## src/rtl/raisin64_pkg.sv

```systemverilog
// Shared raisin64 definitions used by the instruction fetch path.
//   WORD_W           : machine word / instruction fetch width in bits
//   INSN_BYTES       : bytes per fetched word (fetch address stride)
//   DEFAULT_RESET_PC : first fetch address after reset
//   fetch_entry_t    : prefetch buffer entry, {pc, data}
//   align_pc()       : clears the byte-offset bits of an address
package raisin64_pkg;

    localparam int WORD_W     = 64;
    localparam int INSN_BYTES = 8;
    localparam int OFS_W      = $clog2(INSN_BYTES);

    localparam logic [WORD_W-1:0] DEFAULT_RESET_PC = 64'h0;

    typedef struct packed {
        logic [WORD_W-1:0] pc;
        logic [WORD_W-1:0] data;
    } fetch_entry_t;

    function automatic logic [WORD_W-1:0] align_pc(input logic [WORD_W-1:0] a);
        return {a[WORD_W-1:OFS_W], {OFS_W{1'b0}}};
    endfunction

endpackage

```

## src/rtl/prefetch_fifo.sv

```systemverilog
// Synchronous FIFO of fetch_entry_t for the instruction prefetcher.
//   clk, rst_n : clock, asynchronous active-low reset (storage cleared too,
//                so the read port shows zeros while empty after reset)
//   flush      : drops all entries; push/pop in the same cycle are ignored
//   push, wdata: write an entry at the write pointer
//   pop        : advance the read pointer
//   rdata      : entry at the read pointer (valid when count != 0)
//   count      : occupancy, 0..DEPTH
module prefetch_fifo
    import raisin64_pkg::*;
#(
    parameter int DEPTH = 4
) (
    input  logic                       clk,
    input  logic                       rst_n,
    input  logic                       flush,
    input  logic                       push,
    input  fetch_entry_t               wdata,
    input  logic                       pop,
    output fetch_entry_t               rdata,
    output logic [$clog2(DEPTH):0]     count
);

    localparam int PTR_W = $clog2(DEPTH);
    localparam int CNT_W = PTR_W + 1;

    fetch_entry_t     mem [DEPTH];
    logic [PTR_W-1:0] wr_ptr;
    logic [PTR_W-1:0] rd_ptr;

    assign rdata = mem[rd_ptr];

    // DEPTH is a power of two, so pointers wrap by natural overflow.
    always_ff @(posedge clk or negedge rst_n) begin
        if (!rst_n) begin
            wr_ptr <= '0;
            rd_ptr <= '0;
            count  <= '0;
            for (int i = 0; i < DEPTH; i++) mem[i] <= '0;
        end else if (flush) begin
            wr_ptr <= '0;
            rd_ptr <= '0;
            count  <= '0;
        end else begin
            if (push) begin
                mem[wr_ptr] <= wdata;
                wr_ptr      <= wr_ptr + PTR_W'(1);
            end
            if (pop) rd_ptr <= rd_ptr + PTR_W'(1);
            count <= count + CNT_W'(push) - CNT_W'(pop);
        end
    end

    // The issue logic upstream must never let a word land in a full buffer.
    always @(posedge clk) begin
        if (rst_n && !flush)
            assert (!(push && count == CNT_W'(DEPTH)))
                else $error("prefetch_fifo overflow");
    end

endmodule

```

## src/rtl/ifetch_prefetch.sv

```systemverilog
// Instruction prefetch buffer between the instruction RAM and fetch stage.
// Issues sequential 64-bit reads to a 1-cycle-latency RAM, buffers returned
// words with their addresses, and hands them out over valid/ready.
//   clk, rst_n            : clock, asynchronous active-low reset
//   redirect, redirect_pc : flush and restart fetch at redirect_pc (aligned)
//   out_valid/out_ready   : handshake to the pipeline
//   out_data, out_pc      : instruction word and its byte address
//   mem_cs, mem_addr      : RAM read request (combinational)
//   mem_data              : RAM read data, valid the cycle after mem_cs
module ifetch_prefetch
    import raisin64_pkg::*;
#(
    parameter int                DEPTH    = 4,
    parameter logic [WORD_W-1:0] RESET_PC = DEFAULT_RESET_PC
) (
    input  logic              clk,
    input  logic              rst_n,
    input  logic              redirect,
    input  logic [WORD_W-1:0] redirect_pc,
    output logic              out_valid,
    input  logic              out_ready,
    output logic [WORD_W-1:0] out_data,
    output logic [WORD_W-1:0] out_pc,
    output logic              mem_cs,
    output logic [WORD_W-1:0] mem_addr,
    input  logic [WORD_W-1:0] mem_data
);

    localparam int CNT_W = $clog2(DEPTH) + 1;
    localparam int OCC_W = CNT_W + 1;

    logic [WORD_W-1:0] fetch_pc;
    logic              inflight;
    logic [WORD_W-1:0] inflight_pc;
    logic [CNT_W-1:0]  count;
    logic [OCC_W-1:0]  occ;
    logic              pop;
    logic              push;
    fetch_entry_t      wentry;
    fetch_entry_t      rentry;

    // A redirect cycle never pops: the buffer is being thrown away.
    assign pop  = out_valid & out_ready & ~redirect;
    assign push = inflight & ~redirect;

    // Buffer slots already spoken for after this cycle: held words plus the
    // word returning now, minus the one leaving. pop implies count >= 1.
    assign occ = {1'b0, count} + OCC_W'(inflight) - OCC_W'(pop);

    always_comb begin
        mem_cs   = 1'b0;
        mem_addr = fetch_pc;
        if (redirect) begin
            mem_cs   = 1'b1;
            mem_addr = align_pc(redirect_pc);
        end else begin
            mem_cs = occ < OCC_W'(DEPTH);
        end
        // No requests may leave the block while reset is held.
        if (!rst_n) mem_cs = 1'b0;
    end

    always_ff @(posedge clk or negedge rst_n) begin
        if (!rst_n) begin
            fetch_pc    <= RESET_PC;
            inflight    <= 1'b0;
            inflight_pc <= '0;
        end else begin
            if (mem_cs) fetch_pc <= mem_addr + WORD_W'(INSN_BYTES);
            inflight    <= mem_cs;
            inflight_pc <= mem_addr;
        end
    end

    assign wentry.pc   = inflight_pc;
    assign wentry.data = mem_data;

    prefetch_fifo #(.DEPTH(DEPTH)) u_fifo (
        .clk   (clk),
        .rst_n (rst_n),
        .flush (redirect),
        .push  (push),
        .wdata (wentry),
        .pop   (pop),
        .rdata (rentry),
        .count (count)
    );

    assign out_valid = count != '0;
    assign out_data  = rentry.data;
    assign out_pc    = rentry.pc;

endmodule

```

## config.mk

```make
export PLATFORM = sky130hd
export DESIGN_NAME = ifetch_prefetch
export DESIGN_NICKNAME = d
export VERILOG_FILES = /design/src/rtl/raisin64_pkg.sv /design/src/rtl/prefetch_fifo.sv /design/src/rtl/ifetch_prefetch.sv
export SDC_FILE = /design/constraint.sdc
export NUM_CORES = 1
export LEC_CHECK = 0
export ABC_CLOCK_PERIOD_IN_PS = 3400
export CORE_MARGIN = 5
export CORE_UTILIZATION = 40
export DETAILED_ROUTE_END_ITERATION = 16
export SLEW_MARGIN = 20
export SYNTH_ARGS = -nofsm -noshare
export SYNTH_HDL_FRONTEND = slang
export SYNTH_SLANG_ARGS = --single-unit
```

## constraint.sdc

```tcl
create_clock -name clk -period 3.4 [get_ports clk]
set_input_delay 0.34 -clock clk [delete_from_list [all_inputs] [get_ports clk]]
set_output_delay 0.34 -clock clk [all_outputs]
set_load 0.005 [all_outputs]
```

# Yosys cells after proc, flatten, opt, wreduce, memory -nomap -nowiden
# Cells that the tools add are included.
[op_classes]
magnitude_cmp = 4
n_mux = 14
add_sub_neg = 7
n_reduce_logical = 5
n_bitwise = 6
[ops]
columns = ["cell", "n"]
rows = [
  ["bitwise mux 512 bit", 1],
  ["two-way mux 128 bit", 3],
  ["binary-select mux 128 bit (select 2 bit)", 1],
  ["demux 128 bit (select 2 bit)", 1],
  ["adder 64 x 4 -> 64 bit (second input constant)", 1],
  ["two-way mux 64 bit", 1],
  ["two-way mux 2 bit", 4],
  ["greater-or-equal comparator 3 bit (second input constant)", 2],
  ["inverter 2 -> 3 bit", 2],
  ["adder 2 x 1 -> 2 bit (second input constant)", 2],
  ["adder 3 x 1 -> 4 bit", 1],
  ["less-than comparator 4 x 3 -> 1 bit (second input constant)", 1],
  ["nonzero test 2 bit", 2],
  ["subtractor 4 x 1 -> 4 bit", 1],
  ["adder 3 x 1 -> 3 bit", 1],
  ["bitwise AND 1 bit", 3],
  ["less-than comparator 3 x 1 -> 1 bit (second input constant)", 1],
  ["two-way mux 3 bit", 1],
  ["nonzero test 3 bit", 1],
  ["subtractor 3 x 1 -> 3 bit", 1],
  ["two-way mux 1 bit", 2],
  ["AND reduction 2 bit", 1],
  ["logical AND 1 bit", 1],
  ["inverter 1 bit", 1],
]
[totals]
in_bits = 132
elab_cells = 50
reg_bits = 648
out_inout_bits = 194

# Logic depth before layout (Yosys ltp)
[depth]
depth_word = 7
mapped_depth = 20
depth_no_buf = 13

# Hierarchy
# A second synthesis with hierarchy kept.
[hier_totals]
cells_unflattened = 1962
area_unflattened_um2 = 30410.4
[by_module_without_submodules]
columns = ["module", "cells_per_inst", "seq_area_each_um2", "n_inst", "area_each_um2"]
rows = [
  ["prefetch_fifo", 1275, 12987.5, 1, 23532.6],
  ["ifetch_prefetch", 687, 3228.1, 1, 6877.8],
]

# Worst setup path before layout
# No wires, ideal clock.
[synth_path]
kind = "input to register"
start = "input redirect"
end = "register fetch_pc[50]"
path_stages = 20
n_path_buf = 11
setup_time_ns = 0.095
required_time_ns = 3.305
setup_slack_ns = -0.604
t_arrival_ns = 3.908
path_cell_list = "buf_6 -> buf_8 -> buf_8 -> buf_6 -> buf_2 -> buf_2 -> buf_1 -> buf_1 -> nor2_1 -> ha_1 -> inv_1 -> ha_1 -> and3_1 -> o211a_1 -> o31ai_1 -> clkbuf_1 -> clkbuf_1 -> clkbuf_1 -> nand2_1 -> o31ai_1"
[synth_between]
elab_chain_len = 6
word_cells_on_any_way = 8
cone_classes = "add/sub: 2; order compare: 1; mux: 3; bitwise: 2"
[synth_lines]
columns = ["element", "line", "text"]
rows = [
  ["start, declared", "ifetch_prefetch.sv:18", "input logic redirect,"],
  ["inverter 1 bit (no line)", "n/a", ""],
  ["bitwise AND 1 bit", "ifetch_prefetch.sv:43", "assign pop = out_valid & out_ready & ~redirect;"],
  ["subtractor 4 x 1 -> 4 bit", "ifetch_prefetch.sv:48", "assign occ = {1'b0, count} + OCC_W'(inflight) - OCC_W'(pop);"],
  ["less-than comparator 4 x 3 -> 1 bit", "ifetch_prefetch.sv:57", "mem_cs = occ < OCC_W'(DEPTH);"],
  ["two-way mux 1 bit", "ifetch_prefetch.sv:53", "if (redirect) begin"],
  ["two-way mux 1 bit", "ifetch_prefetch.sv:60", "if (!rst_n) mem_cs = 1'b0;"],
  ["end signal, assigned", "ifetch_prefetch.sv:69", "if (mem_cs) fetch_pc <= mem_addr + WORD_W'(INSN_BYTES);"],
  ["end, declared", "ifetch_prefetch.sv:32", "logic [WORD_W-1:0] fetch_pc;"],
]
# Parallel ways exist; a longest one is shown, timed or not.
# A chain may end at the register's enable or synchronous reset.

# Worst setup path after layout
[layout_path]
start = "register u_fifo.count[2]"
end = "output mem_cs"
[layout_between]
elab_chain_len = 7
word_cells_on_any_way = 8
cone_classes = "add/sub: 2; order compare: 1; mux: 2; bitwise: 2; reduce/logical: 1"
[layout_lines]
columns = ["element", "line", "text"]
rows = [
  ["start, declared", "prefetch_fifo.sv:21", "output logic [$clog2(DEPTH):0] count"],
  ["start signal, assigned", "prefetch_fifo.sv:50", "count <= count + CNT_W'(push) - CNT_W'(pop);"],
  ["branches (longest 3 deep; another with adder 3 x 1 -> 4 bit)", "n/a", ""],
  ["subtractor 4 x 1 -> 4 bit (*)", "ifetch_prefetch.sv:48", ""],
  ["less-than comparator 4 x 3 -> 1 bit (*)", "ifetch_prefetch.sv:57", ""],
  ["two-way mux 1 bit (*)", "ifetch_prefetch.sv:53", ""],
  ["two-way mux 1 bit (*)", "ifetch_prefetch.sv:60", ""],
  ["end, declared", "ifetch_prefetch.sv:24", "output logic mem_cs,"],
]
# Mark *: on every way between the ends.

==> results.ini <==
[die]
io_pins=326
die_w_um=279
die-area_um2=78100
core_area_um2=71700
start_util=0.405
std_cell_rows=98
die_h_um=279

[sta]
min_period_over_period=0.927
setup_violations=0
clock.fmax_mhz=317
grt_setup_unrepaired=no
relSlewSlack=0.330
hold_viol=0
slew_viol_final=0
fin_crit_ns=3.15
skew_ns=0.0167
tightest_slew_ns=1.01
tns_ns=0

[finish]
finalInstanceArea_um2=36000
final_cell_mix=646 x dfrtp_1, 555 x mux2_2, 319 x clkdlybuf4s50_1, 128 x mux4_2, 114 x nand2_1
final_common_cell=dfrtp_1
synthToLayoutAreaGrowth_pct=24.1
seqCellArea_um2=16200
fin_util=0.502
fillCellCount=6089
multi_input_area_um2=12300
fin_nets=2438
drive_gt1_frac=0.370

[setup_path]
ff2ff_path_depth=13
cp_slowest_cell=dfrtp_1
startpoint=u_fifo.count[2]
cp.required_ns=3.06
path_class=flop to primary output
worstPathMaxFanout=3
start_kind=flop
timing.rr.start=u_fifo.count[2]
endpoint_kind=primary output
cp_cell_sequence=inv_1, nand3_1, nand2_1, nor2_1, ha_2, inv_1, ha_1, and3_1, o211a_1, o31ai_4, inv_1, clkbuf_2
max_stage_delay_ns=0.36
crit_arrival_ns=2.81
critical_path.most_common_cell=inv_1

[synthesis]
yosys.cell_types.count=58
synth_edf_count=0
syn_nets=2111
ys.flop_type=dfrtp_1
async_flop_share=1.00
synth-seq-cells=648
synth.cell_area_um2=29100
synthCells=1969
avgSynthCellArea_um2=14.8
yosysWarningCount=0
ys_seq_area_frac=0.558

[cts]
clockBufferDepth=3
htreeDepth=3
cts_buffers=73
clock_latency_ns=0.59
clk_pin_slew_worst_paths_ns=0.06
clock_sinks=648
cts_tree=built
cts_root_buf=clkbuf_16

[pwr]
p_leak_uw=0.0156
ir_worst_vdd_v=0.000457
p_per_area_nw_per_um2=889

[min_path]
worst_hold_startpoint=redirect
min_delay_path_depth=3
min_path_type=input pin to flop

[global_routing]
grt-ovfl-total=0
grt_max_degree=167
grt_pass1_vias=19500
grt_use_total=0.191
antenna_found_initial=12
grt_pass1_wl_mm=118

[routing]
viasPerCell=5.37
drtIter0Drc=930
ant_nets=0
wl_mm=74.5
drc=0
vias=17800
dr.pass1.iters=5
avgRoutedWirePerCell_um=22.5

[status]
status=complete, no violations

[place]
placed_area_um2=33500
post-dp-hpwl_mm=49.0
place_congestion=0.804
portBuffers=322

[flow_run]
cap_viol_max_count=0

-- logic make-up after synthesis --
family                   synth area share
AO/OA/AOI/OAI                      0.0265
AND/OR/NAND/NOR                    0.0557
XOR/XNOR                           0.0154
multiplexers                        0.319
flip-flops                          0.558
adder cells (fa/ha/maj)           0.00457
buffers and inverters              0.0212
-- routing by layer --
metal,vias to the layer above,global-route usage,part of all wire
met4,10,0.0537,0.023
met2,366,0.311,0.48
met1,9333,0.249,0.42
met5,-,0,0.00087
li1,7960,-,-
met3,109,0.0608,0.074
-- path summary, 6_finish.rpt --
check / slack, ns / to
setup / recovery: 0.25 / mem_cs
hold / removal: 0.21 / inflight_pc[3]
setup reg to reg: 0.55 / fetch_pc[22]
hold reg to reg: 0.48 / fetch_pc[2]
max in group asynchronous: 1.89 / u_fifo.mem[391]
min in group asynchronous: 0.22 / u_fifo.mem[296]
-- synthesized netlist by cell type, types with 3 or more instances --
| master | n | area share |
|---|---|---|
| dfrtp_1 | 648 | 0.56 |
| mux2_2 | 555 | 0.22 |
| mux4_2 | 128 | 0.099 |
| nand2_1 | 118 | 0.015 |
| clkbuf_1 | 76 | 0.0098 |
| o21ai_0 | 51 | 0.0088 |
| nand3_1 | 49 | 0.0084 |
| xnor2_1 | 44 | 0.013 |
| buf_1 | 27 | 0.0035 |
| inv_1 | 26 | 0.0034 |
| nand4_1 | 21 | 0.0045 |
| nand3b_1 | 20 | 0.0052 |
| nor2_1 | 15 | 0.0019 |
| nor4_1 | 13 | 0.0028 |
| mux2i_1 | 12 | 0.0041 |
| o31ai_1 | 12 | 0.0031 |
| a22oi_1 | 11 | 0.0028 |
| nor2b_1 | 10 | 0.0022 |
| buf_2 | 9 | 0.0016 |
| ha_1 | 9 | 0.0039 |
| a31oi_1 | 8 | 0.0017 |
| and3_1 | 8 | 0.0017 |
| and4_1 | 8 | 0.0024 |
| nor3_1 | 8 | 0.0014 |
| a21oi_1 | 7 | 0.0012 |
| nand4b_1 | 7 | 0.0021 |
| xor2_1 | 7 | 0.0021 |
| and2_1 | 6 | 0.0013 |
| o21ai_1 | 6 | 0.0010 |
| buf_6 | 5 | 0.0019 |
| a32o_1 | 4 | 0.0014 |
| a211oi_1 | 3 | 0.00078 |
| a21o_1 | 3 | 0.00078 |
| nand2b_1 | 3 | 0.00065 |
| o22ai_1 | 3 | 0.00065 |
-- registers in the layout, summed over array words and instances (netlist names) --
register       cells
fetch_pc          64
inflight           1
inflight_pc       64
u_fifo.count       3
u_fifo.mem       512
u_fifo.rd_ptr      2
u_fifo.wr_ptr      2
-- where the power goes --
part / total [uW] / internal (uW) / switching [uW]
Sequential: 12900 / 11000 / 1870
Clock: 8060 / 4900 / 3160
Combinational: 11100 / 6970 / 4150
-- repair_timing --
action	in CTS	in global routing
setup endpoints to repair	1	1
setup buffers	1	0
hold buffers	1	0
gates resized for setup	2	2
endpoints found under the hold margin	26	0
-- final cells by class --
class,instances,share of cell area
clock buffers,106,0.0603
flip-flops and latches,648,0.450
inverters,26,0.00271
well taps,950,0.0330
multi-input cells,1176,0.341
clock inverters,25,0.00830
diodes,7,0.000486
repair buffers,371,0.104
-- stage by stage --
step                      total power [uW]  setup slack [ns]  cells  hold slack, ns
after CTS                            32500          0.000850   3302           0.176
after detailed placement             24300             0.133   3169           0.257
final                                32000             0.249   3309           0.211
after global placement               23800             0.107   3169           0.253
after global routing                 34000           0.00301   3303           0.220
after floorplan                      18900           0.00181   1969          0.0444
-- worst max-delay path: cells and delay by family, from the launching register on --
kind,cells,cell delay (ns)
compound gates,2,0.46
fa+ha+maj,2,0.46
simple gates,4,0.58
flops,1,0.36
buf+inv,4,0.38
(Power assumes the default switching activity.)
